## src/rtl/axi_pkg.sv

```systemverilog
// ---------------------------------------------------------------------------
// axi_pkg
// Shared definitions for the bus test fabric: the data-bus width and the
// three-state handshake FSM encoding used by the master and slave FSMs.
// ---------------------------------------------------------------------------
package axi_pkg;

    localparam int AXI_DW = 32;

    // FSM state encodings, shared with slave-side FSMs.
    localparam logic [1:0] IDLE = 2'd0;
    localparam logic [1:0] SEND = 2'd1;
    localparam logic [1:0] DONE = 2'd2;

endpackage : axi_pkg

```

## src/rtl/axi_wr_master.sv

```systemverilog
// ---------------------------------------------------------------------------
// axi_wr_master
// W-channel write-data transmitter. A key pulse in IDLE starts one burst of
// data_len beats carrying DATA_BASE, DATA_BASE+1, ... (32-bit wrap). Beats
// move on VALID/READY handshakes; M_WLAST flags the final beat. After the
// last beat is accepted, done pulses for one cycle and the block returns to
// IDLE. Every output is registered.
//
// Ports:
//   clk       in   system clock, rising edge
//   rstn      in   asynchronous active-low reset
//   key       in   burst start, sampled each rising edge (IDLE only)
//   M_WREADY  in   slave ready
//   M_WVALID  out  beat valid
//   M_WDATA   out  beat payload (AXI_DW bits)
//   M_WLAST   out  final beat of the burst
//   busy      out  burst in progress (SEND and DONE states)
//   done      out  one-cycle pulse after the last beat is accepted
// ---------------------------------------------------------------------------
module axi_wr_master
    import axi_pkg::*;
#(
    parameter int          data_len  = 256,
    parameter logic [31:0] DATA_BASE = 32'h0000_0000
) (
    input  logic              clk,
    input  logic              rstn,
    input  logic              key,
    input  logic              M_WREADY,
    output logic              M_WVALID,
    output logic [AXI_DW-1:0] M_WDATA,
    output logic              M_WLAST,
    output logic              busy,
    output logic              done
);

    // One spare bit keeps the counter width sane when data_len is a power
    // of two and still gives a 1-bit counter when data_len == 1.
    localparam int            CW       = $clog2(data_len) + 1;
    localparam logic [CW-1:0] LAST_IDX = CW'(data_len - 1);
    localparam logic          SINGLE   = (data_len == 1);

    logic [1:0]    state;
    logic [CW-1:0] cnt;
    logic [CW-1:0] cnt_nxt;
    logic          xfer;

    assign xfer    = M_WVALID && M_WREADY;
    assign cnt_nxt = cnt + CW'(1);

    // NOTE: all state and outputs update with non-blocking assignments so
    // every register samples pre-edge values and the block order is irrelevant.
    always_ff @(posedge clk or negedge rstn) begin
        if (!rstn) begin
            state    <= IDLE;
            cnt      <= '0;
            M_WVALID <= 1'b0;
            M_WDATA  <= '0;
            M_WLAST  <= 1'b0;
            busy     <= 1'b0;
            done     <= 1'b0;
        end else begin
            case (state)
                IDLE: begin
                    done <= 1'b0;
                    if (key) begin
                        state    <= SEND;
                        cnt      <= '0;
                        M_WVALID <= 1'b1;
                        M_WDATA  <= DATA_BASE;
                        M_WLAST  <= SINGLE;
                        busy     <= 1'b1;
                    end
                end

                SEND: begin
                    // Without a handshake everything holds, so VALID cannot
                    // drop and DATA/LAST stay stable across stalls.
                    if (xfer) begin
                        if (M_WLAST) begin
                            state    <= DONE;
                            M_WVALID <= 1'b0;
                            M_WDATA  <= '0;
                            M_WLAST  <= 1'b0;
                            done     <= 1'b1;
                        end else begin
                            cnt     <= cnt_nxt;
                            M_WDATA <= M_WDATA + 32'd1;
                            M_WLAST <= (cnt_nxt == LAST_IDX);
                        end
                    end
                end

                DONE: begin
                    state <= IDLE;
                    done  <= 1'b0;
                    busy  <= 1'b0;
                end

                default: begin
                    state    <= IDLE;
                    cnt      <= '0;
                    M_WVALID <= 1'b0;
                    M_WDATA  <= '0;
                    M_WLAST  <= 1'b0;
                    busy     <= 1'b0;
                    done     <= 1'b0;
                end
            endcase
        end
    end

endmodule : axi_wr_master

```

## config.mk

```make
export PLATFORM = sky130hd
export DESIGN_NAME = axi_wr_master
export DESIGN_NICKNAME = d
export VERILOG_FILES = /design/src/rtl/axi_pkg.sv /design/src/rtl/axi_wr_master.sv
export SDC_FILE = /design/constraint.sdc
export NUM_CORES = 1
export LEC_CHECK = 0
export CELL_PAD_IN_SITES_DETAIL_PLACEMENT = 1
export CELL_PAD_IN_SITES_GLOBAL_PLACEMENT = 1
export CORE_UTILIZATION = 40
export DETAILED_ROUTE_END_ITERATION = 12
export GPL_TIMING_DRIVEN = 0
export PLACE_DENSITY = 0.81
export SYNTH_ARGS = -nofsm -noshare
export SYNTH_HDL_FRONTEND = slang
export SYNTH_SLANG_ARGS = --single-unit
```

## constraint.sdc

```tcl
create_clock -name clk -period 5.45 [get_ports clk]
set_input_delay 0.545 -clock clk [delete_from_list [all_inputs] [get_ports clk]]
set_output_delay 0.545 -clock clk [all_outputs]
set_load 0.02 [all_outputs]
```

# ---- Word level (Yosys, flattened, before mapping)
# Index checks and enable logic that the tools add are counted.
dict set report word_totals {
  regBits 47
  input_bits 4
  elab_cells 50
}
dict set report classes {
  add_sub_neg 2
  eq_ne 7
  mux 24
  n_bitwise 2
  n_reduce_logical 8
}
# operator count
set ops {}
lappend ops {{32-bit two-way mux} 3}
lappend ops {{32-bit case mux with 3 select lines} 1}
lappend ops {{32-bit by 1-bit adder with 32-bit output, second input constant} 1}
lappend ops {{9-bit two-way mux} 3}
lappend ops {{9-bit case mux with 3 select lines} 1}
lappend ops {{9-bit by 1-bit adder with 9-bit output, second input constant} 1}
lappend ops {{9-bit by 8-bit == test with 1-bit output, second input constant} 1}
lappend ops {{1-bit two-way mux} 9}
lappend ops {{2-bit != test, second input constant} 4}
lappend ops {{4-bit AND reduction} 2}
lappend ops {{2-bit two-way mux} 3}
lappend ops {{1-bit case mux with 3 select lines} 2}
lappend ops {{3-bit AND reduction} 2}
lappend ops {{2-bit case mux with 2 select lines} 1}
lappend ops {{2-bit AND reduction} 2}
lappend ops {{2-bit by 1-bit == test with 1-bit output, second input constant} 1}
lappend ops {{2-bit == test, second input constant} 1}
lappend ops {{2-bit logical NOT} 1}
lappend ops {{1-bit NOT} 2}
lappend ops {{1-bit case mux with 2 select lines} 1}
lappend ops {{1-bit logical AND} 1}

# ---- Longest topological paths before layout
# Gate-level depths: netlist of run 1.
dict set report logic_depth {
  depth_word 5
  mapped_depth 8
  ltp_nobuf 6
}

# ---- Worst setup path before layout of run 1
# No wires, ideal clock.
dict set report synth_path {
  path_kind {input to register}
  from {input port key}
  to {register M_WDATA[23]}
  setup_ns 0.078
  arrival_time_ns 2.083
  path_slack_ns 3.289
  cell_stages 7
  n_path_buf 2
  cell_sequence {nor2b_1 buf_2 o221ai_4 or4_1 buf_2 or3_1 a21oi_1}
}
dict set report synth_via {
  elab_chain_len 2
}
# item line
set synth_lines {}
lappend synth_lines {{start: declaration} axi_wr_master.sv:28} ;# input logic key,
lappend synth_lines {{2-bit != test (no source line)} -}
lappend synth_lines {{3-bit AND reduction (no source line)} -}
lappend synth_lines {{end signal: assignment} axi_wr_master.sv:88} ;# M_WDATA <= M_WDATA + 32'd1;
lappend synth_lines {{end: declaration} axi_wr_master.sv:31} ;# output logic [AXI_DW-1:0] M_WDATA,
# No other way between the ends.
# A chain may end at the register's enable or synchronous reset.

# ---- Worst setup path in the final report of run 1
dict set report layout_path {
  from {input port key}
  to {register M_WDATA[27]}
}
# The elaborated chain is that of the path after synthesis.

==> results_tabular.tex, run 1 <==
\begin{tabular}{lr}
\hline
Metric & Value \\
\hline
\multicolumn{2}{l}{\textbf{Run status}} \\
\quad Status & complete, no violations \\
\multicolumn{2}{l}{\textbf{Global routing}} \\
\quad Vias in the first global route & about 2100 \\
\quad Global-route wire length before repair & between 10000 and 15000 µm \\
\quad Total congestion overflow & 0 \\
\quad GR Layer Usage met1 & 0.2706 \\
\quad Met2 Track Usage GR & 0.3444 \\
\quad Gr busiest metal & met2 \\
\quad GRT Util Overall & 0.2098 \\
\quad Met3 Usage GRT & 0.04229 \\
\quad Number of antenna violations at the first check in global routing & 0 \\
\quad Largest net degree at the start of global routing & 31 \\
\multicolumn{2}{l}{\textbf{CTS}} \\
\quad Number of buffers inserted for hold repair after clock tree synthesis & 0 \\
\quad Root buf cell & sky130\_fd\_sc\_hd\_\_clkbuf\_8 \\
\quad Clock tree from TritonCTS & built \\
\quad Clock insertion delay at the later pin of the skew report & around 310 ps \\
\quad Number of levels the H-tree was split into & 2 \\
\quad Count of clock tree sinks & 47 \\
\quad Clock-pin slew reported for the worst setup and hold paths after clock tree synthesis & about 90 ps \\
\quad Postcts setup bufs & 0 \\
\quad Count of cells resized by post-cts repair & 0 \\
\quad Clock Path Buffers & 2 \\
\quad TritonCTS Buffers & 5 \\
\multicolumn{2}{l}{\textbf{Setup path}} \\
\quad Data arrival at the endpoint of the critical path & $\sim$2800 ps \\
\quad Delay of the slowest cell on the worst path & between 500 and 600 ps \\
\quad Series of cell instances along the critical path & clkdlybuf4s50\_1 > nor2b\_1 > buf\_2 > o221ai\_4 > or4\_1 > buf\_2 > or3\_1 > a21oi\_1 \\
\quad Cell class contributing the biggest share of worst-path delay & simple AND/OR/NAND/NOR gates \\
\quad Cell with the largest stage delay on the worst path & sky130\_fd\_sc\_hd\_\_or4\_1 \\
\quad Worst R2R Path Depth & 6 \\
\quad Startpoint-to-endpoint class of the critical path & in2reg \\
\quad Kind of start point of the critical path & input pin \\
\quad Cell repeated most along the worst path & sky130\_fd\_sc\_hd\_\_buf\_2 \\
\quad Crit path capture type & flip-flop \\
\quad FF-to-FF setup slack & 3140 ps \\
\quad CP Max Fanout & 9 \\
\quad Endpoint of the lowest-slack register-to-register path & M\_WDATA[27]\$\_DFFE\_PN0P\_ \\
\quad Launching point of the worst reg2reg path & M\_WDATA[5]\$\_DFFE\_PN0P\_ \\
\quad Req. time, crit path & between 5000 and 6000 ps \\
\quad Total buffers and inverters traversed by the critical path & 3 \\
\multicolumn{2}{l}{\textbf{Die}} \\
\quad Core Area & roughly 0.0059 mm² \\
\quad Std-Cell Rows & 28 \\
\quad DIE AREA & approximately 0.0064 mm² \\
\quad Die extent in y & $\sim$80 µm \\
\quad Die boundary width & 79.88 µm \\
\quad Ports & 40 \\
\quad Initial core utilization & 0.4122 \\
\multicolumn{2}{l}{\textbf{Routing}} \\
\quad First-pass iteration count of the detailed router & 4 \\
\quad Wirelength, routed & 6069 µm \\
\quad Per-cell via count in the routed design & approximately 5.6 \\
\quad Routed vias & around 2100 \\
\quad Antenna Violating Nets Remaining & 0 \\
\quad Total DRC errors in the routed layout & 0 \\
\quad Detailed router's first-iteration violation count & 80 \\
\quad WL per Instance & between 15 and 20 µm \\
\multicolumn{2}{l}{\textbf{Pwr}} \\
\quad Total power & $\sim$0.00085 W \\
\quad Reported leakage power & approximately 1.3 nW \\
\quad Peak supply drop & $\sim$0.00021 V \\
\quad Power per unit of standard cell area & between 200 and 300 mW/mm² \\
\multicolumn{2}{l}{\textbf{STA}} \\
\quad Minimum period implied by the final worst setup slack & $\sim$2500 ps \\
\quad Number of pins with negative max-slew slack in the final report & 0 \\
\quad Post-route worst hold slack & 166.0 ps \\
\quad Endpoints failing setup & 0 \\
\quad Total count of hold-check failures in the final report & 0 \\
\quad Slew at the pin closest to its max-slew limit & roughly 670 ps \\
\quad Worst Slack Setup Final & a little under 3000 ps \\
\quad Post-route fraction of the period consumed by the critical path & 0.4663 \\
\quad Max transition margin & 0.5543 \\
\quad Highest clock rate & between 300 and 400 MHz \\
\quad Accumulated negative setup slack & 0 ps \\
\quad Setup repair after global routing missed its margin & no \\
\quad Max Clock Skew & between 10 and 15 ps \\
\multicolumn{2}{l}{\textbf{Flow run}} \\
\quad Max Cap Violations & 0 \\
\multicolumn{2}{l}{\textbf{Place}} \\
\quad Worst setup slack after placement & 2592 ps \\
\quad Standard cell area after detailed placement & 0.002925 mm² \\
\quad Global placer's final weighted congestion & a little under 0.8 \\
\quad Total of buffers placed on input and output ports & 39 \\
\quad Half-perimeter wire length of the detailed placement result & 4464 µm \\
\multicolumn{2}{l}{\textbf{Yosys}} \\
\quad Post-Synthesis Cells & $\sim$260 \\
\quad Total standard cell area after synthesis & between 0.002 and 0.0025 mm² \\
\quad Number of flip-flops and latches in the synthesized netlist & 47 \\
\quad Post-synthesis sequential area ratio & 0.4848 \\
\quad Main area contributors after synthesis & sky130\_fd\_sc\_hd\_\_dfrtp\_1, sky130\_fd\_sc\_hd\_\_o21ai\_0, sky130\_fd\_sc\_hd\_\_nor2\_1, sky130\_fd\_sc\_hd\_\_xnor2\_1, sky130\_fd\_sc\_hd\_\_xor2\_1 \\
\quad Mean area per synthesized cell & approximately 9.4 µm² \\
\quad Cell type contributing the most total cell area after synthesis & sky130\_fd\_sc\_hd\_\_dfrtp\_1 \\
\quad Flip-flop cell with the highest count after synthesis & sky130\_fd\_sc\_hd\_\_dfrtp\_1 \\
\quad Number of enable-type register cells in the synthesized netlist & 0 \\
\quad Synth warnings & 0 \\
\quad Share of the synthesized area in the top cell type & 0.4848 \\
\quad FFs w/ async S/R, synth & 1.000 \\
\quad Synthesized net count & between 200 and 300 \\
\quad Post-synthesis cell type count & 40 \\
\multicolumn{2}{l}{\textbf{Layout}} \\
\quad Final Net Count & around 310 \\
\quad Area added between synthesis and finish & 25.43\% \\
\quad Antenna Cells & 0 \\
\quad Post-route design area & roughly 0.0030 mm² \\
\quad Fraction of layout instances using a drive strength above 1 & 0.07492 \\
\multicolumn{2}{l}{\textbf{Hold path}} \\
\quad Worst min path class & in2async \\
\hline
\end{tabular}
[sequential cells by signal, summed over array words and instances (netlist names)]
| signal | flops |
|---|---|
| M_WDATA | 32 |
| cnt | 9 |
| state | 2 |
| M_WLAST | 1 |
| M_WVALID | 1 |
| busy | 1 |
| done | 1 |
[Yosys cell counts, types with 3 or more instances]
cell	number
sky130_fd_sc_hd__nor4_1	7
sky130_fd_sc_hd__ha_1	3
sky130_fd_sc_hd__dfrtp_1	47
sky130_fd_sc_hd__xnor2_1	11
sky130_fd_sc_hd__nor2b_1	4
sky130_fd_sc_hd__o21ai_0	22
sky130_fd_sc_hd__and3_1	8
sky130_fd_sc_hd__inv_1	4
sky130_fd_sc_hd__xor2_1	10
sky130_fd_sc_hd__o31ai_1	3
sky130_fd_sc_hd__nor3_1	4
sky130_fd_sc_hd__a21oi_1	13
sky130_fd_sc_hd__or3_1	10
sky130_fd_sc_hd__nand3_1	17
sky130_fd_sc_hd__nand4_1	9
sky130_fd_sc_hd__or4_1	3
sky130_fd_sc_hd__clkbuf_1	4
sky130_fd_sc_hd__buf_2	3
sky130_fd_sc_hd__nand2_1	22
sky130_fd_sc_hd__nor2_1	28
[worst max-delay path by stage]
stage	from	end	slack (ps)	cells after the start
2_1_floorplan	key	M_WDATA[23]$_DFFE_PN0P_	3290	7
3_3_place_gp	rstn	M_WDATA[7]$_DFFE_PN0P_	2430	1
3_5_place_dp	key	M_WDATA[27]$_DFFE_PN0P_	2590	8
4_1_cts	key	M_WDATA[27]$_DFFE_PN0P_	2910	8
5_1_grt	key	M_WDATA[27]$_DFFE_PN0P_	2780	8
6_report	key	M_WDATA[27]$_DFFE_PN0P_	2910	8
[area by class of cell]
type	count	area (µm²)
repair buffers	40	405.4
clock inverters	2	35.03
inverters	4	15.01
clock buffers	6	82.58
well taps	75	93.84
plain buffers	9	45.04
fillers	690	2843
multi-input cells	199	1190
flip-flops and latches	47	1176
[cell usage in the layout, fill, tap and decap left out, types with 2 or more instances in the layout]
cell                              instances
sky130_fd_sc_hd__dfrtp_1                 47
sky130_fd_sc_hd__clkdlybuf4s50_1         38
sky130_fd_sc_hd__nor2_1                  28
sky130_fd_sc_hd__nand2_1                 22
sky130_fd_sc_hd__o21ai_0                 22
sky130_fd_sc_hd__nand3_1                 17
sky130_fd_sc_hd__a21oi_1                 13
sky130_fd_sc_hd__xnor2_1                 11
sky130_fd_sc_hd__or3_1                   10
sky130_fd_sc_hd__xor2_1                  10
sky130_fd_sc_hd__nand4_1                  9
sky130_fd_sc_hd__and3_1                   8
sky130_fd_sc_hd__nor4_1                   7
sky130_fd_sc_hd__clkbuf_8                 6
sky130_fd_sc_hd__inv_1                    4
sky130_fd_sc_hd__nor2b_1                  4
sky130_fd_sc_hd__buf_2                    4
sky130_fd_sc_hd__clkbuf_1                 4
sky130_fd_sc_hd__nor3_1                   4
sky130_fd_sc_hd__or4_1                    3
sky130_fd_sc_hd__o31ai_1                  3
sky130_fd_sc_hd__ha_1                     3
sky130_fd_sc_hd__buf_4                    2
sky130_fd_sc_hd__nand2b_1                 2
sky130_fd_sc_hd__and2_1                   2
sky130_fd_sc_hd__o22ai_1                  2
sky130_fd_sc_hd__a211oi_1                 2
sky130_fd_sc_hd__o21a_1                   2
sky130_fd_sc_hd__nand3b_1                 2
[logic make-up (layout without fill, tap and decap cells)]
| kind of cell | count (synthesis) | count (layout) | share of synthesized area |
|---|---|---|---|
| XOR/XNOR | 21 | 21 | 0.07581 |
| flip-flops | 47 | 47 | 0.4848 |
| buffers and inverters | 13 | 61 | 0.02475 |
| AND/OR/NAND/NOR | 125 | 125 | 0.2702 |
| AO/OA/AOI/OAI | 50 | 50 | 0.1289 |
| adder cells (fa/ha/maj) | 3 | 3 | 0.01547 |
[through the flow]
stage          cells    util
2_1_floorplan    259       -
3_3_place_gp     373  0.4945
3_5_place_dp     374  0.4970
4_1_cts          382  0.5170
5_1_grt          382  0.5170
6_report         382  0.5170
[worst register-to-register path: stages, from the launching register on]
cell	delay, ps
sky130_fd_sc_hd__dfrtp_1	460
sky130_fd_sc_hd__and3_1	250
sky130_fd_sc_hd__nand3_1	270
sky130_fd_sc_hd__or4_1	580
sky130_fd_sc_hd__buf_2	180
sky130_fd_sc_hd__or3_1	350
sky130_fd_sc_hd__a21oi_1	150
[metal layers]
metal / wire, µm / vias to the layer above
met2: 2972 / 36
li1: - / 1027
met1: 2798 / 1073
met5: 0 / -
met3: 167 / 12
met4: 131 / 0
[where the power goes]
part / switching, W / leakage, nW / total, W / internal [W]
logic: 0.0000804 / 0.559 / 0.000151 / 0.0000701
registers: 0.0000461 / 0.635 / 0.000423 / 0.000377
clock network: 0.000124 / 0.0612 / 0.000273 / 0.000149
Note: power is estimated with default switching activity, not from simulation.
==> run 2, diff against run 1 <==
==> constraint.sdc (replaced) <==
create_clock -name clk -period 2.6 [get_ports clk]
set_input_delay 0.26 -clock clk [delete_from_list [all_inputs] [get_ports clk]]
set_output_delay 0.26 -clock clk [all_outputs]
set_load 0.02 [all_outputs]
==> results_tabular.tex, run 2 (synthesized netlist as in run 1, its figures left out) <==
\begin{tabular}{lr}
\hline
Metric & Value \\
\hline
\multicolumn{2}{l}{\textbf{Routing}} \\
\quad First-pass iteration count of the detailed router & 4 (unchanged) \\
\quad Per-cell via count in the routed design & 5.614 (-0.17\%) \\
\quad Detailed router's first-iteration violation count & 87 (+8.8\%) \\
\quad Wirelength, routed & 6071 µm (about the same) \\
\quad WL per Instance & 15.85 µm (-0.23\%) \\
\quad Routed vias & 2150 (+0.093\%) \\
\quad Total DRC errors in the routed layout & 0 (unchanged) \\
\quad Antenna Violating Nets Remaining & 0 (unchanged) \\
\multicolumn{2}{l}{\textbf{Layout}} \\
\quad Total area of multi-input combinational cells & 0.001190 mm² (unchanged) \\
\quad Fill count & 690 (unchanged) \\
\quad Total area of sequential cells & 0.001176 mm² (unchanged) \\
\quad Leading registers by flop count & M\_WDATA x32, cnt x9, state x2 \\
\quad Antenna Cells & 0 (unchanged) \\
\quad Biggest register & M\_WDATA \\
\quad Commonest non-fill, non-tap cells in the layout & sky130\_fd\_sc\_hd\_\_dfrtp\_1, sky130\_fd\_sc\_hd\_\_clkdlybuf4s50\_1, sky130\_fd\_sc\_hd\_\_nor2\_1 \\
\quad Final Net Count & 314 (+0.32\%) \\
\quad Area added between synthesis and finish & 25.84\% \\
\quad Most common library cell in the layout ignoring fill and taps & sky130\_fd\_sc\_hd\_\_dfrtp\_1 \\
\quad Fraction of layout instances using a drive strength above 1 & 0.07468 (-0.0002432) \\
\quad Max reg flops & 32 (unchanged) \\
\quad Final standard cell utilization of the core & 0.5187 (+0.001700) \\
\multicolumn{2}{l}{\textbf{Setup path}} \\
\quad Delay of the slowest cell on the worst path & 580 ps (+60 ps) \\
\quad Series of cell instances along the critical path & and3\_1 > nand3\_1 > or4\_1 > buf\_2 > or3\_1 > a21oi\_1 \\
\quad Data arrival at the endpoint of the critical path & 2540 ps (-240 ps) \\
\quad Crit path capture type & flip-flop \\
\quad Cell with the largest stage delay on the worst path & sky130\_fd\_sc\_hd\_\_or4\_1 \\
\quad CP Max Fanout & 9 (unchanged) \\
\quad Req. time, crit path & 2840 ps (-2850 ps) \\
\quad Startpoint-to-endpoint class of the critical path & reg2reg \\
\quad Kind of start point of the critical path & flip-flop \\
\multicolumn{2}{l}{\textbf{STA}} \\
\quad Max Clock Skew & 11.29 ps (-0.003300 ps) \\
\quad Highest clock rate & roughly 430 MHz \\
\quad Post-route fraction of the period consumed by the critical path & 0.8879 \\
\quad Setup repair after global routing missed its margin & no \\
\quad Accumulated negative setup slack & 0 ps (unchanged) \\
\quad Post-route worst hold slack & 416.8 ps (+250.7 ps) \\
\quad Slew at the pin closest to its max-slew limit & 668.5 ps (-0.0001788 ps) \\
\quad Total count of hold-check failures in the final report & 0 (unchanged) \\
\quad Max transition margin & 0.5543 (unchanged) \\
\quad Worst Slack Setup Final & 291.5 ps (-2617 ps) \\
\quad Number of pins with negative max-slew slack in the final report & 0 (unchanged) \\
\quad Endpoints failing setup & 0 (unchanged) \\
\quad Minimum period implied by the final worst setup slack & 2308 ps \\
\multicolumn{2}{l}{\textbf{Die}} \\
\quad DIE AREA & 0.006381 mm² (unchanged) \\
\quad Std-Cell Rows & 28 (unchanged) \\
\quad Initial core utilization & 0.4122 (unchanged) \\
\quad Die extent in y & 79.88 µm (unchanged) \\
\quad Die boundary width & 79.88 µm (unchanged) \\
\quad Ports & 40 (unchanged) \\
\quad Core Area & 0.005886 mm² (unchanged) \\
\multicolumn{2}{l}{\textbf{Place}} \\
\quad Worst setup slack after placement & 26.52 ps (-2565 ps) \\
\quad Half-perimeter wire length of the detailed placement result & 4464 µm (unchanged) \\
\quad Global placer's final weighted congestion & 0.7729 (unchanged) \\
\quad Total of buffers placed on input and output ports & 39 (unchanged) \\
\multicolumn{2}{l}{\textbf{CTS}} \\
\quad TritonCTS Buffers & 5 (unchanged) \\
\quad Number of levels the H-tree was split into & 2 (unchanged) \\
\quad Count of clock tree sinks & 47 (unchanged) \\
\quad Clock-pin slew reported for the worst setup and hold paths after clock tree synthesis & 90 ps (about the same) \\
\quad Count of cells resized by post-cts repair & 0 (unchanged) \\
\quad Clock tree from TritonCTS & built \\
\quad Clock Path Buffers & 2 (unchanged) \\
\quad Clock insertion delay at the later pin of the skew report & 310 ps (about the same) \\
\quad Root buf cell & sky130\_fd\_sc\_hd\_\_clkbuf\_8 \\
\multicolumn{2}{l}{\textbf{Pwr}} \\
\quad Switching Fraction & 0.2960 (about the same) \\
\quad Net switching power figure & 0.0005255 W (+110\%) \\
\quad Power per unit of standard cell area & 581.4 mW/mm² (+110\%) \\
\quad Portion of total power attributed to sequential cells & 0.500 (about the same) \\
\quad Peak supply drop & 0.0004446 V (+110\%) \\
\quad Total power & 0.001775 W (+110\%) \\
\quad Internal power contribution & 0.001250 W (+110\%) \\
\quad Reported leakage power & 1.259 nW (+0.33\%) \\
\quad Clock group share of total power & 0.322 (about the same) \\
\quad Comb power frac & 0.178 (about the same) \\
\multicolumn{2}{l}{\textbf{Flow run}} \\
\quad Max Cap Violations & 0 (unchanged) \\
\multicolumn{2}{l}{\textbf{Global routing}} \\
\quad GRT Util Overall & 0.2098 (unchanged) \\
\quad Total congestion overflow & 0 (unchanged) \\
\quad Vias in the first global route & 2149 (unchanged) \\
\quad Number of antenna violations at the first check in global routing & 0 (unchanged) \\
\quad Global-route wire length before repair & 10270 µm (unchanged) \\
\quad Largest net degree at the start of global routing & 31 (unchanged) \\
\multicolumn{2}{l}{\textbf{Run status}} \\
\quad Status & complete, no violations \\
\multicolumn{2}{l}{\textbf{Hold path}} \\
\quad Worst min path class & in2async \\
\hline
\end{tabular}
## run 2: timing repair
| action | 4_1_cts | 5_1_grt |
|---|---|---|
| hold buffers | 1 | 0 |
| hold endpoints to repair | 17 | 0 |
| setup buffers | 0 | 0 |
## run 2: cell type report
class / instances / area share
flip-flops and latches: 47 / 0.3852
inverters: 4 / 0.004918
clock inverters: 2 / 0.01148
well taps: 75 / 0.03074
clock buffers: 6 / 0.02705
multi-input cells: 199 / 0.3898
repair buffers: 41 / 0.1361
plain buffers: 9 / 0.01475
## run 2: path summary, 6_finish.rpt
kind                            depth (start not counted)                   start  slack, ps                      end
worst max-delay path                                    6  M_WDATA[5]$_DFFE_PN0P_        290  M_WDATA[27]$_DFFE_PN0P_
worst min-delay path                                    2                    rstn        420  M_WDATA[19]$_DFFE_PN0P_
worst max register to register                          6  M_WDATA[5]$_DFFE_PN0P_        290  M_WDATA[27]$_DFFE_PN0P_
worst min register to register                          2        busy$_DFFE_PN0P_        510         busy$_DFFE_PN0P_
max in group asynchronous                               3                    rstn       1660       cnt[4]$_DFFE_PN0P_
min in group clk                                        2        busy$_DFFE_PN0P_        510         busy$_DFFE_PN0P_
## run 2: power by group through the flow
stage	Sequential [W]	Combinational (W)	Clock, W
finish	0.000887	0.000317	0.000572
global route	0.000900	0.000348	0.000615
CTS	0.000887	0.000321	0.000587
detailed placement	0.000899	0.000317	0
global placement	0.000896	0.000306	0
floorplan	0.000929	0.000134	0
## run 2: metrics by stage
step / cell area (µm²) / std cells
after CTS: 3053 / 383
final: 3053 / 383
after floorplan: 2426 / 259
after detailed placement: 2925 / 374
after global placement: 2910 / 373
after global routing: 3053 / 383
## run 2: critical path, delay by kind of cell (launching register included)
| family | cells | cell delay, ps |
|---|---|---|
| compound gates | 1 | 150 |
| flops | 1 | 460 |
| simple gates | 4 | 1440 |
| buf+inv | 1 | 180 |
## run 2: routing by layer
layer | global-route usage | routed length, µm | share of wire | up-vias
met1 | 0.2706 | 2803 | 0.46 | 1073
met3 | 0.04229 | 170 | 0.028 | 12
met4 | 0.08036 | 131 | 0.022 | 0
li1 | - | - | - | 1029
met2 | 0.3444 | 2966 | 0.49 | 36
met5 | 0 | 0 | 0 | -
==> run 3, diff against run 2 <==
--- a/config.mk
+++ b/config.mk
@@ -9,7 +9,6 @@
 export CELL_PAD_IN_SITES_GLOBAL_PLACEMENT = 1
 export CORE_UTILIZATION = 40
 export DETAILED_ROUTE_END_ITERATION = 12
-export GPL_TIMING_DRIVEN = 0
 export PLACE_DENSITY = 0.81
 export SYNTH_ARGS = -nofsm -noshare
 export SYNTH_HDL_FRONTEND = slang
==> results_tabular.tex, run 3 (synthesized netlist as in run 1, its figures left out) <==
\begin{tabular}{lr}
\hline
Metric & Value \\
\hline
\multicolumn{2}{l}{\textbf{Die}} \\
\quad DIE AREA & 0.006381 mm² (unchanged) \\
\quad Initial core utilization & 0.4122 (unchanged) \\
\quad Die extent in y & 79.88 µm (unchanged) \\
\quad Std-Cell Rows & 28 (unchanged) \\
\quad Die boundary width & 79.88 µm (unchanged) \\
\quad Ports & 40 (unchanged) \\
\quad Core Area & 0.005886 mm² (unchanged) \\
\multicolumn{2}{l}{\textbf{CTS}} \\
\quad Clock Path Buffers & 2 (unchanged) \\
\quad Number of levels the H-tree was split into & 2 (unchanged) \\
\quad Clock insertion delay at the later pin of the skew report & 300 ps (about the same) \\
\quad Root buf cell & sky130\_fd\_sc\_hd\_\_clkbuf\_8 \\
\quad Clock-pin slew reported for the worst setup and hold paths after clock tree synthesis & 90 ps (about the same) \\
\quad Count of clock tree sinks & 47 (unchanged) \\
\quad Count of cells resized by post-cts repair & 0 (unchanged) \\
\quad TritonCTS Buffers & 5 (unchanged) \\
\quad Clock tree from TritonCTS & built \\
\multicolumn{2}{l}{\textbf{Layout}} \\
\quad Area added between synthesis and finish & 25.32\% \\
\quad Fill count & 700 (+1.4\%) \\
\quad Commonest non-fill, non-tap cells in the layout & sky130\_fd\_sc\_hd\_\_dfrtp\_1, sky130\_fd\_sc\_hd\_\_clkdlybuf4s50\_1, sky130\_fd\_sc\_hd\_\_nor2\_1 \\
\quad Total area of sequential cells & 0.001176 mm² (unchanged) \\
\quad Post-route design area & 0.003040 mm² (-0.41\%) \\
\quad Biggest register & M\_WDATA \\
\quad Total area of multi-input combinational cells & 0.001190 mm² (unchanged) \\
\quad Antenna Cells & 0 (unchanged) \\
\quad Fraction of layout instances using a drive strength above 1 & 0.07843 (+0.003756) \\
\quad Most common library cell in the layout ignoring fill and taps & sky130\_fd\_sc\_hd\_\_dfrtp\_1 \\
\quad Final Net Count & 313 (-0.32\%) \\
\quad Number of non-filler instances in the completed layout & 381 (-0.52\%) \\
\quad Leading registers by flop count & M\_WDATA x32, cnt x9, state x2 \\
\quad Max reg flops & 32 (unchanged) \\
\multicolumn{2}{l}{\textbf{Hold path}} \\
\quad Worst min path class & in2async \\
\multicolumn{2}{l}{\textbf{Setup path}} \\
\quad CP Max Fanout & 9 (unchanged) \\
\quad Endpoint of the lowest-slack register-to-register path & M\_WDATA[25]\$\_DFFE\_PN0P\_ \\
\quad Critical path startpoint & state[1]\$\_DFFE\_PN0P\_ \\
\quad Worst R2R Path Depth & 5 (-1) \\
\quad Launching point of the worst reg2reg path & state[1]\$\_DFFE\_PN0P\_ \\
\quad FF-to-FF setup slack & 290 ps (about the same) \\
\quad Startpoint-to-endpoint class of the critical path & reg2reg \\
\quad Crit path capture type & flip-flop \\
\quad Kind of start point of the critical path & flip-flop \\
\quad Data arrival at the endpoint of the critical path & 2540 ps (about the same) \\
\quad Req. time, crit path & 2840 ps (about the same) \\
\multicolumn{2}{l}{\textbf{Global routing}} \\
\quad Gr busiest metal & met2 \\
\quad GRT Util Overall & 0.2177 (+0.007864) \\
\quad GR Layer Usage met1 & 0.2934 (+0.02280) \\
\quad Number of antenna violations at the first check in global routing & 0 (unchanged) \\
\quad Largest net degree at the start of global routing & 31 (unchanged) \\
\quad Total congestion overflow & 0 (unchanged) \\
\quad Global-route wire length before repair & 10650 µm (+3.7\%) \\
\quad Met3 Usage GRT & 0.03086 (-0.01143) \\
\quad Vias in the first global route & 2127 (-1.0\%) \\
\quad Met2 Track Usage GR & 0.3624 (+0.01795) \\
\multicolumn{2}{l}{\textbf{STA}} \\
\quad Max Clock Skew & 8.151 ps (-3.135 ps) \\
\quad Slew at the pin closest to its max-slew limit & 590.2 ps (-78.34 ps) \\
\quad Accumulated negative setup slack & 0 ps (unchanged) \\
\quad Total count of hold-check failures in the final report & 0 (unchanged) \\
\quad Number of pins with negative max-slew slack in the final report & 0 (unchanged) \\
\quad Endpoints failing setup & 0 (unchanged) \\
\quad Post-route fraction of the period consumed by the critical path & 0.8879 (about the same) \\
\quad Max transition margin & 0.6065 (+0.05223) \\
\quad Highest clock rate & 433.2 MHz (about the same) \\
\quad Setup repair after global routing missed its margin & no \\
\quad Minimum period implied by the final worst setup slack & 2308 ps (-0.02500 ps) \\
\multicolumn{2}{l}{\textbf{Routing}} \\
\quad Per-cell via count in the routed design & 5.609 (about the same) \\
\quad Wirelength, routed & 6272 µm (+3.3\%) \\
\quad Antenna Violating Nets Remaining & 0 (unchanged) \\
\quad Total DRC errors in the routed layout & 0 (unchanged) \\
\quad WL per Instance & 16.46 µm (+3.9\%) \\
\quad Detailed router's first-iteration violation count & 122 (+40\%) \\
\quad Routed vias & 2137 (-0.60\%) \\
\quad First-pass iteration count of the detailed router & 4 (unchanged) \\
\multicolumn{2}{l}{\textbf{Pwr}} \\
\quad Peak supply drop & 0.0004991 V (+12\%) \\
\quad Reported leakage power & 1.257 nW (-0.18\%) \\
\quad Total power & 0.001753 W (-1.3\%) \\
\quad Power per unit of standard cell area & 576.5 mW/mm² (-0.86\%) \\
\multicolumn{2}{l}{\textbf{Flow run}} \\
\quad Max Cap Violations & 0 (unchanged) \\
\multicolumn{2}{l}{\textbf{Place}} \\
\quad Half-perimeter wire length of the detailed placement result & 4511 µm (+1.1\%) \\
\quad Standard cell area after detailed placement & 0.002928 mm² (about the same) \\
\quad Global placer's final weighted congestion & 0.7818 (+1.2\%) \\
\quad Total of buffers placed on input and output ports & 39 (unchanged) \\
\quad Number of cells after detailed placement & 373 (-0.27\%) \\
\multicolumn{2}{l}{\textbf{Run status}} \\
\quad Status & complete, no violations \\
\hline
\end{tabular}
run 3: cell count changes in the layout (fill, tap and decap cells not counted):
cell	previous run	this run
sky130_fd_sc_hd__clkinv_2	1	0
sky130_fd_sc_hd__buf_12	1	0
sky130_fd_sc_hd__clkbuf_8	6	5
sky130_fd_sc_hd__buf_4	2	9
sky130_fd_sc_hd__buf_2	4	1
sky130_fd_sc_hd__clkbuf_1	4	1
run 3: routing by layer:
layer,part of all wire,wire length (µm)
met4,0.013,79
met2,0.49,3086
met3,0.029,183
met1,0.47,2922
met5,0,0
run 3: worst max path at each step:
| stage | endpoint | slack, ps | cells after the start |
|---|---|---|---|
| after floorplan | M_WDATA[23]$_DFFE_PN0P_ | 470 | 6 |
| after global placement | M_WDATA[23]$_DFFE_PN0P_ | 150 | 6 |
| after detailed placement | M_WDATA[25]$_DFFE_PN0P_ | 80 | 6 |
| after CTS | M_WDATA[25]$_DFFE_PN0P_ | 290 | 5 |
| after global routing | M_WDATA[25]$_DFFE_PN0P_ | 180 | 5 |
| final | M_WDATA[25]$_DFFE_PN0P_ | 290 | 5 |
run 3: repair_timing:
action	CTS	global route
endpoints found under the setup margin	0	0
hold endpoints to repair	24	0
setup buffers	0	0
hold buffers	1	0
run 3: where the power goes:
part	leakage, nW	internal, W	switching (W)	total, W
logic	0.571	0.000153	0.000175	0.000329
registers	0.635	0.000790	0.000104	0.000894
clock network	0.0513	0.000282	0.000248	0.000530
total	1.26	0.00123	0.000527	0.00175
run 3: through the flow:
| stage | utilization | worst slack [ps] | hold WS, ps |
|---|---|---|---|
| after floorplan | - | 469.5 | -35.59 |
| after global placement | 0.4974 | 151.9 | 302.5 |
| after detailed placement | 0.4974 | 83.96 | 306.6 |
| after CTS | 0.5166 | 286.1 | 512.8 |
| after global routing | 0.5166 | 184.5 | 545.0 |
| final | 0.5166 | 291.5 | 483.4 |
run 3: final cells by class:
cell class | instances | share of cell area
multi-input combinational | 199 | 0.3914
sequential | 47 | 0.3868
timing repair buffer | 49 | 0.1523
tap | 75 | 0.03086
clock buffer | 6 | 0.02387
clock inverter | 1 | 0.009877
inverter | 4 | 0.004938
run 3: critical path, stage by stage, from the launching register on:
cell	delay (ps)
sky130_fd_sc_hd__dfrtp_1	450
sky130_fd_sc_hd__nand2b_1	360
sky130_fd_sc_hd__o221ai_4	170
sky130_fd_sc_hd__or4_1	690
sky130_fd_sc_hd__or3_1	420
sky130_fd_sc_hd__a21oi_1	140
